<file path="src/rtl/enigma_pkg.sv">
// rtl/enigma_pkg.sv - shared feeder state encoding, ASCII letter bounds and letter test
package enigma_pkg;

  typedef enum logic [1:0] {
    IDLE  = 2'd0,
    ISSUE = 2'd1,
    WAIT  = 2'd2,
    HOLD  = 2'd3
  } feeder_state_t;

  localparam logic [7:0] ASCII_A = 8'h41;
  localparam logic [7:0] ASCII_Z = 8'h5A;

  function automatic logic is_letter(input logic [7:0] c);
    return (c >= ASCII_A) && (c <= ASCII_Z);
  endfunction

endpackage

</file>
<file path="src/rtl/rotor_feeder.sv">
// rtl/rotor_feeder.sv - one-character-at-a-time feeder between an upstream source, a rotor and a downstream sink
// Build option ROTOR_FEEDER_PASSTHRU_EN: non-letters bypass the rotor instead of being dropped with err.
module rotor_feeder
  import enigma_pkg::*;
#(
  parameter int TIMEOUT = 64,
  parameter int CNT_W   = 16
) (
  input  logic             clk,
  input  logic             reset,
  input  logic             in_valid,
  output logic             in_ready,
  input  logic [7:0]       in_char,
  input  logic             in_dec,
  output logic             rotor_valid,
  output logic [7:0]       rotor_din,
  output logic             rotor_dec,
  output logic             rotor_en,
  input  logic             rotor_done,
  input  logic [7:0]       rotor_dout,
  output logic             out_valid,
  output logic [7:0]       out_char,
  input  logic             out_ready,
  output logic             err,
  output logic [CNT_W-1:0] char_cnt
);

  localparam int TW = (TIMEOUT > 1) ? $clog2(TIMEOUT) : 1;
  localparam logic [TW-1:0] TO_LAST = TW'(TIMEOUT - 1);

  feeder_state_t    state_q;
  feeder_state_t    state_d;
  logic [7:0]       char_q;
  logic             dec_q;
  logic [7:0]       out_char_q;
  logic [TW-1:0]    to_cnt_q;
  logic [CNT_W-1:0] cnt_q;
  logic             err_q;
  logic             err_d;
  logic             accept;
  logic             letter_in;

  assign accept    = (state_q == IDLE) && in_valid;
  assign letter_in = is_letter(in_char);

  always_ff @(posedge clk) begin
    if (reset) begin
      state_q <= IDLE;
    end else begin
      state_q <= state_d;
    end
  end

  always_comb begin
    state_d     = state_q;
    err_d       = 1'b0;
    in_ready    = 1'b0;
    rotor_valid = 1'b0;
    rotor_en    = 1'b0;
    out_valid   = 1'b0;
    case (state_q)
      IDLE: begin
        in_ready = 1'b1;
        if (in_valid) begin
          if (letter_in) begin
            state_d = ISSUE;
          end else begin
`ifdef ROTOR_FEEDER_PASSTHRU_EN
            state_d = HOLD;
`else
            err_d   = 1'b1;
`endif
          end
        end
      end
      ISSUE: begin
        rotor_valid = 1'b1;
        state_d     = WAIT;
      end
      WAIT: begin
        // A result on the final allowed cycle still counts; only its absence aborts.
        if (rotor_done) begin
          state_d = HOLD;
        end else begin
          rotor_en = 1'b1;
          if (to_cnt_q == TO_LAST) begin
            err_d   = 1'b1;
            state_d = IDLE;
          end
        end
      end
      HOLD: begin
        out_valid = 1'b1;
        if (out_ready) begin
          state_d = IDLE;
        end
      end
      default: state_d = IDLE;
    endcase
  end

  always_ff @(posedge clk) begin
    if (reset) begin
      char_q     <= 8'h00;
      dec_q      <= 1'b0;
      out_char_q <= 8'h00;
      to_cnt_q   <= '0;
      cnt_q      <= '0;
      err_q      <= 1'b0;
    end else begin
      err_q <= err_d;
      if (accept) begin
        char_q <= in_char;
        dec_q  <= in_dec;
`ifdef ROTOR_FEEDER_PASSTHRU_EN
        if (!letter_in) begin
          out_char_q <= in_char;
        end
`endif
      end
      if (state_q == ISSUE) begin
        to_cnt_q <= '0;
      end else if (state_q == WAIT) begin
        to_cnt_q <= to_cnt_q + 1'b1;
      end
      if ((state_q == WAIT) && rotor_done) begin
        out_char_q <= rotor_dout;
      end
      if ((state_q == HOLD) && out_ready) begin
        cnt_q <= cnt_q + 1'b1;
      end
    end
  end

  assign rotor_din = char_q;
  assign rotor_dec = dec_q;
  assign out_char  = out_char_q;
  assign err       = err_q;
  assign char_cnt  = cnt_q;

endmodule

</file>
<file path="config.mk">
export PLATFORM = sky130hd
export DESIGN_NAME = rotor_feeder
export DESIGN_NICKNAME = d
export VERILOG_FILES = /design/src/rtl/enigma_pkg.sv /design/src/rtl/rotor_feeder.sv
export SDC_FILE = /design/constraint.sdc
export NUM_CORES = 1
export LEC_CHECK = 0
export BUFFER_PORTS_ARGS = -buffer_cell sky130_fd_sc_hd__clkbuf_2
export CAP_MARGIN = 0
export CORE_ASPECT_RATIO = 1.25
export CORE_UTILIZATION = 44
export DETAILED_ROUTE_END_ITERATION = 8
export PLACE_DENSITY_LB_ADDON = 0.05
export SLEW_MARGIN = 25
export SYNTH_ARGS = -nofsm -noshare
export SYNTH_HDL_FRONTEND = slang
export SYNTH_SLANG_ARGS = --single-unit
export TNS_END_PERCENT = 100
</file>
<file path="constraint.sdc">
create_clock -name clk -period 1.75 [get_ports clk]
set_clock_uncertainty 0.2 [all_clocks]
set_input_delay 0.175 -clock clk [delete_from_list [all_inputs] [get_ports clk]]
set_output_delay 0.175 -clock clk [all_outputs]
set_load 0.02 [all_outputs]
</file>
### Word level (Yosys, flattened, before mapping)

Cells that the tools add are included.
Widths: inputs -> output; s select.

* add/sub/neg operators: 2
* multiply operators: 0
* div/mod/pow operators: 0
* $lt $le $gt $ge: 2
* equality and inequality tests: 8
* shifts and indexed selects: 0
* multiplexer cells: 16
* bitwise gates (word level): 0
* reduce and logical (&&, ||, !) cells: 7

Operators by type and width (number)
* $add 16x1->16 const B: 1
* $mux 2: 5
* $mux 1: 9
* $ge 8x7->1 const B: 1
* $le 8x7->1 const B: 1
* $pmux 2 s4: 1
* $add 6x1->6 const B: 1
* $eq 6x6->1 const B: 1
* $ne 2x2->1 const B: 3
* $eq 2x2->1 const B: 2
* $logic_and 1x1->1: 4
* $reduce_and 4->1: 1
* $ne 3x3->1 const B: 1
* $eq 2x1->1 const B: 1
* $logic_not 2->1: 1
* $pmux 1 s2: 1
* $reduce_or 2->1: 1

* register bits after elaboration: 42
* bits in latches: 0
* memory bits (writable): 0
* memory bits (read-only): 0
* input port bits: 22
* output and inout port bits: 38
* logic and storage cells: 42
* memories kept: 0

### Logic depth before layout (Yosys ltp)

* depth after elaboration: 5
* depth in mapped cells: 6
* gate-level depth less buffers: 5

### Least setup slack after synthesis

OpenSTA, ideal clock, no wires.

* path kind: reg2reg
* from: register cnt_q[2] (netlist: char_cnt[2])
* to: register cnt_q[15] (netlist: char_cnt[15])
* setup time: 70 ps
* data arrival time: 1748 ps
* required time: 1480 ps
* path slack: -269 ps
* cell stages (with the launch flop): 6
* path buffers: 1
* clock period less this slack: 2019 ps
* cell sequence: dfxtp_1 -> nand3_1 -> or3_1 -> buf_2 -> or4_1 -> a21oi_1

* cells in the longest elaborated chain, start to end: 1

Ends and longest elaborated chain
* start, declared: RTL line rotor_feeder.sv:37 `logic [CNT_W-1:0] cnt_q;`
* start signal, assigned: RTL line rotor_feeder.sv:130 `cnt_q <= cnt_q + 1'b1;`
* $add 16x1->16: RTL line rotor_feeder.sv:130

No other way between the ends.
A chain may end at the register's enable or synchronous reset.

### Final worst setup path

* from: register cnt_q[1] (netlist: char_cnt[1])
* to: register cnt_q[15] (netlist: char_cnt[15])

The elaborated chain is that of the path after synthesis.

==> impl_metrics.env <==
export IMPL_crit_path_start_kind="register"
export IMPL_antenna_found_initial=0
export IMPL_period_share_pct=96.73
export IMPL_floorplan_initialDensity_pct=46.13
export IMPL_io_pins=60
export IMPL_period_needed_ns=1.693
export IMPL_crit_type="reg2reg"
export IMPL_crit_arrival_ns=1.72
export IMPL_grt_overflow_total=0
export IMPL_insertion_delay_ns=0.29
export IMPL_maxCapViolations=0
export IMPL_place_ws_ns=-0.0007927
export IMPL_first_global_vias=1593
export IMPL_dp_hpwl_mm=2.901
export IMPL_hp_class="in2reg"
export IMPL_hold_slack_ns=0.01268
export IMPL_grt_max_degree=20
export IMPL_fmax_ghz=0.5908
export IMPL_r2r_cells=4
export IMPL_h_tree_depth=2
export IMPL_path_max_fanout=7
export IMPL_gp_congestion=0.7628
export IMPL_die_height_um=72.72
export IMPL_remaining_drc_errors=0
export IMPL_io_buffers=59
export IMPL_die_w_um=58.58
export IMPL_final_cell_mix="clkbuf_2, nand2_1, dfxtp_1, a21oi_1"
export IMPL_ys_warn_count=0
export IMPL_setup_viol=0
export IMPL_place_inst=330
export IMPL_slew_limit_headroom_pct=77.46
export IMPL_syn_nets=235
export IMPL_critical_path_endpoint_type="register"
export IMPL_diodes=0
export IMPL_power_density_nw_per_um2=703.5
export IMPL_ant_nets=0
export IMPL_gr_usage_met1_pct=22.88
export IMPL_layout_setup_ws_ns=0.05725
export IMPL_stdcell_count=356
export IMPL_whs_path_depth=3
export IMPL_power_w=0.001782
export IMPL_fin_tns_setup_ns=0
export IMPL_synth_ff_type="dfxtp_1"
export IMPL_ir_worst_vdd_uv=549.0
export IMPL_postSynthRegisterBits=42
export IMPL_die_area_um2=4260
export IMPL_status="completed"
export IMPL_avgViaCountPerCell=4.980
export IMPL_synth_edf_count=0
export IMPL_synth_cells=211
export IMPL_root_buffer="clkbuf_8"
export IMPL_netlist_area_um2=1760
export IMPL_syn_to_final_growth_pct=43.85
export IMPL_grt_first_pass_wirelength_mm=6.713
export IMPL_p_leak_nw=1.098
export IMPL_tightest_slew_ns=0.3333
export IMPL_crit_required_ns=1.78
export IMPL_drt_pass1_iterations=4
export IMPL_drt_wl_total_mm=4.314
export IMPL_synth_avg_cell_area_um2=8.343
export IMPL_rsz0062_at_grt="no"
export IMPL_hold_viol_final=0
export IMPL_slew_viol_final=0
export IMPL_busiest_layer="met2"
export IMPL_yosysUniqueCellTypes=34
export IMPL_use_met3_pct=5.674
export IMPL_drive_gt1_share_pct=34.77
export IMPL_cts_sinks=42
export IMPL_rows=25
export IMPL_final_common_cell="clkbuf_2"
export IMPL_cts_clk_slew_worst_paths_ns=0.08
export IMPL_numCtsBuffers=5
export IMPL_first_iter_violations=92
export IMPL_wl_per_cell_um=12.12
export IMPL_finalNetCount=325
export IMPL_yosysSeqAreaShare_pct=47.76
export IMPL_core_um2=3816
export IMPL_grt_use_met2_pct=36.14
export IMPL_via_count=1773
export IMPL_cts_max_path_buffers=2
export IMPL_cts_tree="built"
export IMPL_grt_use_total_pct=20.46
export IMPL_async_flop_share_pct=0
## timing repair
action | in CTS | in global routing
setup endpoints to repair | 1 | 5
resized for setup | 1 | 7
buffers inserted | 0 | 1
endpoints found under the hold margin | 17 | 0
pin swaps | 0 | 1
hold buffers | 17 | 0
## layer usage
metal,vias up,routed length [um]
met4,0,56
li1,901,-
met5,-,0
met1,822,1809
met2,44,2236
met3,6,211
## cell type report
| class | instances | area [um^2] |
|---|---|---|
| Fill cell | 362 | 1284 |
| Multi-Input combinational cell | 156 | 895.9 |
| Sequential cell | 42 | 865.8 |
| Timing Repair Buffer | 95 | 608.1 |
| Clock buffer | 7 | 86.33 |
| Tap cell | 54 | 67.56 |
| Clock inverter | 1 | 5.005 |
| Inverter | 1 | 3.754 |
## power by group
group	total (W)	internal [W]	switching, W	leakage [nW]
clock	0.000634	0.000318	0.000315	0.0482
sequential	0.000973	0.000965	0.00000790	0.347
combinational	0.000175	0.0000788	0.0000963	0.703
## stage by stage
step | utilization [%] | instance area (um^2)
2_1_floorplan | - | 1804
3_5_place_dp | 58.75 | 2242
4_1_cts | 65.74 | 2509
5_1_grt | 66.36 | 2532
6_report | 66.36 | 2532
3_3_place_gp | 58.75 | 2242
## critical path, stage by stage, from the launching register on
cell and delay, ns:
dfxtp_4 0.34, nand2_1 0.06, or3_4 0.42, or4_4 0.49
a21oi_2 0.12
## final timing paths
check / from / to / slack, ns
max: char_cnt[1] / char_cnt[15] / 0.06
min: reset / err / 0.01
max reg2reg: char_cnt[1] / char_cnt[15] / 0.06
min reg2reg: rotor_din[0] / rotor_din[0] / 0.25
## flip-flops by register name, summed over array words and instances, names as in the netlist
signal	flops
to_cnt_q	6
out_char	8
err	1
state_q	2
rotor_dec	1
rotor_din	8
char_cnt	16
## synth_stat cells, types with 2 or more instances
library cell	instances	area share, %
and4_1	2	1.0
or3_1	5	1.8
o31ai_1	2	0.85
nand2_1	38	8.1
o21ai_0	3	0.85
and3_1	4	1.4
xor2_1	10	5.0
ha_1	2	1.4
nand3_1	15	4.3
and2_1	2	0.71
nand4_1	6	2.1
nor4_1	2	0.71
nor2_1	20	4.3
clkbuf_1	10	2.1
a21oi_1	23	6.5
buf_2	2	0.57
xnor2_1	6	3.0
or4_1	2	0.85
dfxtp_1	42	48
## cell families (layout without fill, tap and decap cells)
logic type | after synthesis | after routing | synth area share, %
AND/OR/NAND/NOR | 104 | 104 | 28.86
flip-flops | 42 | 42 | 47.76
AO/OA/AOI/OAI | 34 | 34 | 11.09
XOR/XNOR | 16 | 16 | 7.960
buffers and inverters | 13 | 104 | 2.914
adder cells (fa/ha/maj) | 2 | 2 | 1.421
(Power assumes the default switching activity.)
